File: src/rtl/alu_rs.sv
// Integer ALU reservation station: buffers dispatched ops, wakes operands from ALU/LSB CDBs, issues one ready op per cycle.
// Latency: ready-at-dispatch op issues one cycle after it is written; a CDB wakeup issues the cycle after the broadcast.
// Backpressure: rs_full (pre-edge state) blocks dispatch; rdy=0 freezes all entries and suppresses issue.
module alu_rs #(
   parameter int RS_SIZE   = 8,
   parameter int ROB_IDX_W = 4,
   parameter int OPT_W     = 6
) (
   input  logic                 clk,
   input  logic                 rst,
   input  logic                 rdy,
   input  logic                 flush,
   input  logic                 dsp_en,
   input  logic [OPT_W-1:0]     dsp_opt,
   input  logic [31:0]          dsp_val1,
   input  logic [31:0]          dsp_val2,
   input  logic                 dsp_rdy1,
   input  logic                 dsp_rdy2,
   input  logic [ROB_IDX_W-1:0] dsp_q1,
   input  logic [ROB_IDX_W-1:0] dsp_q2,
   input  logic [31:0]          dsp_imm,
   input  logic [ROB_IDX_W-1:0] dsp_rob_idx,
   output logic                 rs_full,
   input  logic                 cdb_alu_valid,
   input  logic [ROB_IDX_W-1:0] cdb_alu_src,
   input  logic [31:0]          cdb_alu_val,
   input  logic                 cdb_lsb_valid,
   input  logic [ROB_IDX_W-1:0] cdb_lsb_src,
   input  logic [31:0]          cdb_lsb_val,
   output logic                 alu_en,
   output logic [OPT_W-1:0]     rs_opt,
   output logic [31:0]          rs_val1,
   output logic [31:0]          rs_val2,
   output logic [31:0]          rs_imm,
   output logic [ROB_IDX_W-1:0] rs_rob_idx
);

   localparam int IDX_W = (RS_SIZE > 1) ? $clog2(RS_SIZE) : 1;

   typedef struct packed {
      logic                 busy;
      logic [OPT_W-1:0]     opt;
      logic [31:0]          val1;
      logic                 rdy1;
      logic [ROB_IDX_W-1:0] q1;
      logic [31:0]          val2;
      logic                 rdy2;
      logic [ROB_IDX_W-1:0] q2;
      logic [31:0]          imm;
      logic [ROB_IDX_W-1:0] rob_idx;
   } entry_t;

   entry_t             ent [RS_SIZE];
   logic [RS_SIZE-1:0] busy_vec;
   logic [RS_SIZE-1:0] ready_vec;
   logic [IDX_W-1:0]   free_idx;
   logic [IDX_W-1:0]   sel_idx;
   logic               sel_vld;
   entry_t             dsp_ent;

   // a tag is produced this cycle if either bus carries it
   function automatic logic cdb_match(input logic [ROB_IDX_W-1:0] q);
      return (cdb_alu_valid && cdb_alu_src == q) || (cdb_lsb_valid && cdb_lsb_src == q);
   endfunction

   // ALU bus wins when both buses carry the same tag
   function automatic logic [31:0] cdb_value(input logic [ROB_IDX_W-1:0] q);
      return (cdb_alu_valid && cdb_alu_src == q) ? cdb_alu_val : cdb_lsb_val;
   endfunction

   // lowest free slot, lowest ready slot, and the dispatch entry with same-cycle CDB bypass
   always_comb begin
      busy_vec  = '0;
      ready_vec = '0;
      free_idx  = '0;
      sel_idx   = '0;
      for (int i = RS_SIZE - 1; i >= 0; i--) begin
         busy_vec[i]  = ent[i].busy;
         ready_vec[i] = ent[i].busy && ent[i].rdy1 && ent[i].rdy2;
         if (!ent[i].busy) free_idx = IDX_W'(i);
         if (ready_vec[i]) sel_idx = IDX_W'(i);
      end
      sel_vld = |ready_vec;

      dsp_ent         = '0;
      dsp_ent.busy    = 1'b1;
      dsp_ent.opt     = dsp_opt;
      dsp_ent.imm     = dsp_imm;
      dsp_ent.rob_idx = dsp_rob_idx;
      dsp_ent.q1      = dsp_q1;
      dsp_ent.q2      = dsp_q2;
      dsp_ent.rdy1    = dsp_rdy1 || cdb_match(dsp_q1);
      dsp_ent.val1    = dsp_rdy1 ? dsp_val1 : cdb_value(dsp_q1);
      dsp_ent.rdy2    = dsp_rdy2 || cdb_match(dsp_q2);
      dsp_ent.val2    = dsp_rdy2 ? dsp_val2 : cdb_value(dsp_q2);
   end

   assign rs_full = &busy_vec;

   // entry wakeup, dispatch write and issue register, with reset > flush > stall priority
   always_ff @(posedge clk or negedge rst) begin
      if (!rst) begin
         for (int i = 0; i < RS_SIZE; i++) ent[i] <= '0;
         alu_en     <= 1'b0;
         rs_opt     <= '0;
         rs_val1    <= '0;
         rs_val2    <= '0;
         rs_imm     <= '0;
         rs_rob_idx <= '0;
      end else if (flush) begin
         for (int i = 0; i < RS_SIZE; i++) ent[i].busy <= 1'b0;
         alu_en <= 1'b0;
      end else if (!rdy) begin
         alu_en <= 1'b0;
      end else begin
         for (int i = 0; i < RS_SIZE; i++) begin
            if (ent[i].busy) begin
               if (!ent[i].rdy1 && cdb_match(ent[i].q1)) begin
                  ent[i].val1 <= cdb_value(ent[i].q1);
                  ent[i].rdy1 <= 1'b1;
               end
               if (!ent[i].rdy2 && cdb_match(ent[i].q2)) begin
                  ent[i].val2 <= cdb_value(ent[i].q2);
                  ent[i].rdy2 <= 1'b1;
               end
               if (sel_vld && IDX_W'(i) == sel_idx) ent[i].busy <= 1'b0;
            end
         end
         // the free slot is never busy, so this never collides with the wakeup writes above
         if (dsp_en && !rs_full) ent[free_idx] <= dsp_ent;
         if (sel_vld) begin
            alu_en     <= 1'b1;
            rs_opt     <= ent[sel_idx].opt;
            rs_val1    <= ent[sel_idx].val1;
            rs_val2    <= ent[sel_idx].val2;
            rs_imm     <= ent[sel_idx].imm;
            rs_rob_idx <= ent[sel_idx].rob_idx;
         end else begin
            alu_en <= 1'b0;
         end
      end
   end

endmodule
File: config.mk
export PLATFORM = sky130hd
export DESIGN_NAME = alu_rs
export DESIGN_NICKNAME = d
export VERILOG_FILES = /design/src/rtl/alu_rs.sv
export SDC_FILE = /design/constraint.sdc
export NUM_CORES = 2
export LEC_CHECK = 0
export CAP_MARGIN = 20
export CORE_MARGIN = 10
export CORE_UTILIZATION = 45
export CTS_CLUSTER_SIZE = 14
export DETAILED_ROUTE_END_ITERATION = 6
export PLACE_DENSITY = 0.63
export SYNTH_ARGS = -nofsm -noshare
export SYNTH_HDL_FRONTEND = slang
export SYNTH_SLANG_ARGS = --single-unit
File: constraint.sdc
create_clock -name clk -period 2.63 [get_ports clk]
set_input_delay 0.263 -clock clk [delete_from_list [all_inputs] [get_ports clk]]
set_output_delay 0.263 -clock clk [all_outputs]
set_load 0.005 [all_outputs]
==> run summary <==
The biggest area contributor in the post-synthesis netlist is sky130_fd_sc_hd__dfrtp_1. TritonCTS built the clock tree. The final worst-path setup slack is 106 ps. The maximum fanout count along the critical path came out at 29. After synthesis the cells add up to 57500 um2.

Summed over all failing endpoints, the final setup total negative slack is 0 ps. Counting along the longest clock path gives a buffer depth of 3. Entering global routing, the biggest net connects 118 pins.

The initial core utilization is 0.452. The slowest stage of the critical path belongs to the cell sky130_fd_sc_hd__dfrtp_1. The worst-case clock skew is 54.5 ps. The total clock buffers created by CTS is 115. The delay contributed by the slowest stage of the critical path is 480 ps.

The worst path required time is 3310 ps. The area of the placeable core is 127000 um2. Measured against its own limit, the worst slew margin works out to 0.398.

The number of synthesized register bits came out at 1043. STA classifies the critical path startpoint as a register. The area fraction of the dominant cell type after synthesis is 0.454. The final standard cell count with taps included and fillers excluded is 8302. The number of vias per cell is 6.65. The reported max-cap violation count is 0. STA puts the critical path data arrival time at 3200 ps. The worst-skew pair later-pin latency came out at 790 ps.

The total design power came out at 0.0425 W. Traced cell by cell, the critical path runs through nand3_1 > nand2_1 > o31ai_4 > buf_12 > buf_12 > buf_12 > nand2_1 > a22o_1 > a211oi_1. The wire length of the first global-routing pass is 367000 um. CTS placed an instance of sky130_fd_sc_hd__clkbuf_16 at the clock tree root.

The most common library cell in the layout ignoring fill and taps is sky130_fd_sc_hd__nand2_1. The total iterations of the first detailed-routing run is 6. The synthesized area per cell is 9.06 um2. In the finished design, the share of the clock period the worst path needs comes to 0.960. The most used flip-flop cell after synthesis is sky130_fd_sc_hd__dfrtp_1. The initial detailed-routing violation count came out at 7192. The flow ran to the end, and the final reports show no timing, DRC or antenna violations. The fraction of layout cells with a size suffix above 1 came out at 0.171. Summed over all layers, the global routing overflow is 0. The number of antenna violations at the first check in global routing came out at 9. In this run the core area contains 131 standard-cell rows. The worst hold path belongs to the class in -> reg. The final antenna-violating net count is 0.

The floorplan step defined a die boundary enclosing 142000 um2. The instance count along the most critical hold path came out at 4. Synthesis produced a netlist with a net count of 6538. The proportion of synthesized flip-flops having asynchronous set or reset is 1.00. The critical path is of the reg -> reg type. The synthesis-to-layout area growth is 20.8%. The top achievable clock speed is 0.396 GHz. The worst register-to-register path has a depth of 9. Synthesis handed over a netlist of 6343 instances.

The clock net sink count came out at 1043. The number of library cell types mapped by synthesis is 69. The port buffer count is 302. The routability congestion estimate came out at 0.956. The estimated wirelength of the detail-placed design came out at 154000 um. Summed over all cells, the static leakage comes to 29.9 nW. The worst setup path is captured at a register. The number of cells in the design after placement is 8086.

Dividing total power by cell area gives a power density of 612 nW/um2. The total of endpoints with negative setup slack in the final report is 0. IR analysis of the VDD net gives a maximum drop of 638 uV. The post-detailed-route DRC marker count came out at 0. The synthesized design contains 0 enable-type register cells.

The number of failing hold endpoints at the final stage is 0. After clock tree synthesis, the clock-pin slew on the worst setup and hold paths is 60 ps. The number of ports placed on the die boundary is 303.

From bottom edge to top edge, the die measures 377 um. The net count of the finished layout is 6741. In the post-synthesis netlist, the biggest area contributors are sky130_fd_sc_hd__dfrtp_1 (45%), sky130_fd_sc_hd__nand2_1 (12%), sky130_fd_sc_hd__a21oi_1 (4.6%). The total number of vias is 55200. The number of global-route vias before repair is 55200. Prior to clock tree synthesis, the placed netlist has a worst setup slack of -295 ps. The shortest clock period the worst path allows after layout is 2520 ps. Summed over all layers, the routed wires come to 251000 um. The number of H-tree levels came out at 3. In this design, the critical path's most frequently occurring cell is sky130_fd_sc_hd__buf_12. At the pin with the least slew margin, the transition time is 900 ps. The portion of the post-synthesis area used by sequential elements is 0.454. For this run, the number of Yosys warnings is 0. The horizontal die dimension came out at 377 um. Setup repair after global routing left no endpoint under its margin. The average wire length per cell after detail routing came out at 30.2 um. The final count of pins violating max slew came out at 0.

The all-layer global routing usage came out at 0.340. In the layout the commonest cells are sky130_fd_sc_hd__nand2_1 (1869), sky130_fd_sc_hd__dfrtp_1 (1043), sky130_fd_sc_hd__a21oi_1 (527), sky130_fd_sc_hd__nand3_1 (474), sky130_fd_sc_hd__buf_4 (319).
## layer usage
metal / routed length (um) / track usage / share of wire / up-vias
met5: 115 / 0 / 0.00046 / -
met4: 17700 / 0.201 / 0.071 / 14
met3: 31200 / 0.103 / 0.12 / 1146
met2: 109000 / 0.517 / 0.43 / 4070
met1: 92700 / 0.427 / 0.37 / 27000
li1: - / - / - / 23000
## per-stage QoR
| stage | utilization | cell area, um2 | hold WS, ps |
|---|---|---|---|
| after global placement | 0.515 | 65400 | 156 |
| after floorplan | - | 57500 | -32.6 |
| final | 0.546 | 69400 | 202 |
| after detailed placement | 0.515 | 65400 | 155 |
| after CTS | 0.546 | 69400 | 179 |
| after global routing | 0.546 | 69400 | 233 |
## worst max-delay path: cells and delay by family (launching register included)
family / cells / cell delay (ps)
AOI/OAI and AO/OA: 3 / 800
buffers and inverters: 3 / 640
DFF: 1 / 480
and+or+nand+nor: 3 / 450
## cell type report
| class | instances | area [um2] |
|---|---|---|
| Antenna cell | 6 | 15.0 |
| Clock buffer | 174 | 3480 |
| Clock inverter | 31 | 434 |
| Fill cell | 11100 | 57700 |
| Inverter | 16 | 60.1 |
| Multi-Input combinational cell | 4583 | 28500 |
| Sequential cell | 1043 | 26100 |
| Tap cell | 1662 | 2080 |
| Timing Repair Buffer | 787 | 8730 |
## power by group
group	internal [W]	switching (W)
registers	0.0176	0.00135
clock network	0.00978	0.00716
logic	0.00320	0.00339
total	0.0306	0.0119
## Yosys cell counts, types with 28 or more instances
master / count
sky130_fd_sc_hd__a221o_2: 41
sky130_fd_sc_hd__o221a_2: 123
sky130_fd_sc_hd__nor3_1: 47
sky130_fd_sc_hd__o221a_1: 197
sky130_fd_sc_hd__buf_1: 37
sky130_fd_sc_hd__buf_4: 36
sky130_fd_sc_hd__a22o_1: 79
sky130_fd_sc_hd__mux2_2: 177
sky130_fd_sc_hd__a21oi_1: 531
sky130_fd_sc_hd__a211oi_1: 108
sky130_fd_sc_hd__nand2_1: 1876
sky130_fd_sc_hd__mux2i_1: 64
sky130_fd_sc_hd__dfrtp_1: 1043
sky130_fd_sc_hd__nor2b_1: 67
sky130_fd_sc_hd__and2_1: 28
sky130_fd_sc_hd__clkbuf_1: 422
sky130_fd_sc_hd__a211o_1: 64
sky130_fd_sc_hd__o21ai_4: 58
sky130_fd_sc_hd__nand3_1: 476
sky130_fd_sc_hd__xor2_1: 99
sky130_fd_sc_hd__a221o_1: 151
sky130_fd_sc_hd__o2bb2ai_1: 81
sky130_fd_sc_hd__xnor2_1: 44
sky130_fd_sc_hd__buf_2: 180
sky130_fd_sc_hd__o22ai_1: 52
## worst paths after layout
path,slack (ps),start,to
max reg2reg,110,ent[859]$_DFFE_PN0P_,rs_imm[24]$_DFFE_PN0P_
max,110,ent[859]$_DFFE_PN0P_,rs_imm[24]$_DFFE_PN0P_
min reg2reg,470,register,register
min in group asynchronous,520,rst,rs_val1[0]$_DFFE_PN0P_
min,200,dsp_q2[2],register
max in group asynchronous,540,rst,ent[298]$_DFFE_PN0P_
## cells by family after synthesis
logic type,Yosys count,share of synthesized area
flops,1043,0.454
buf+inv,717,0.0562
simple gates,2588,0.191
compound gates,1610,0.231
mux,241,0.0458
xor+xnor,144,0.0221
## what timing repair did
item,4_1_cts,5_1_grt
hold endpoints to repair,544,0
buffers inserted,0,2
cloned,0,0
pin swaps,0,1
hold buffers,3,0
endpoints found under the setup margin,1,5
gates resized for setup,1,2
(Power assumes the default switching activity.)
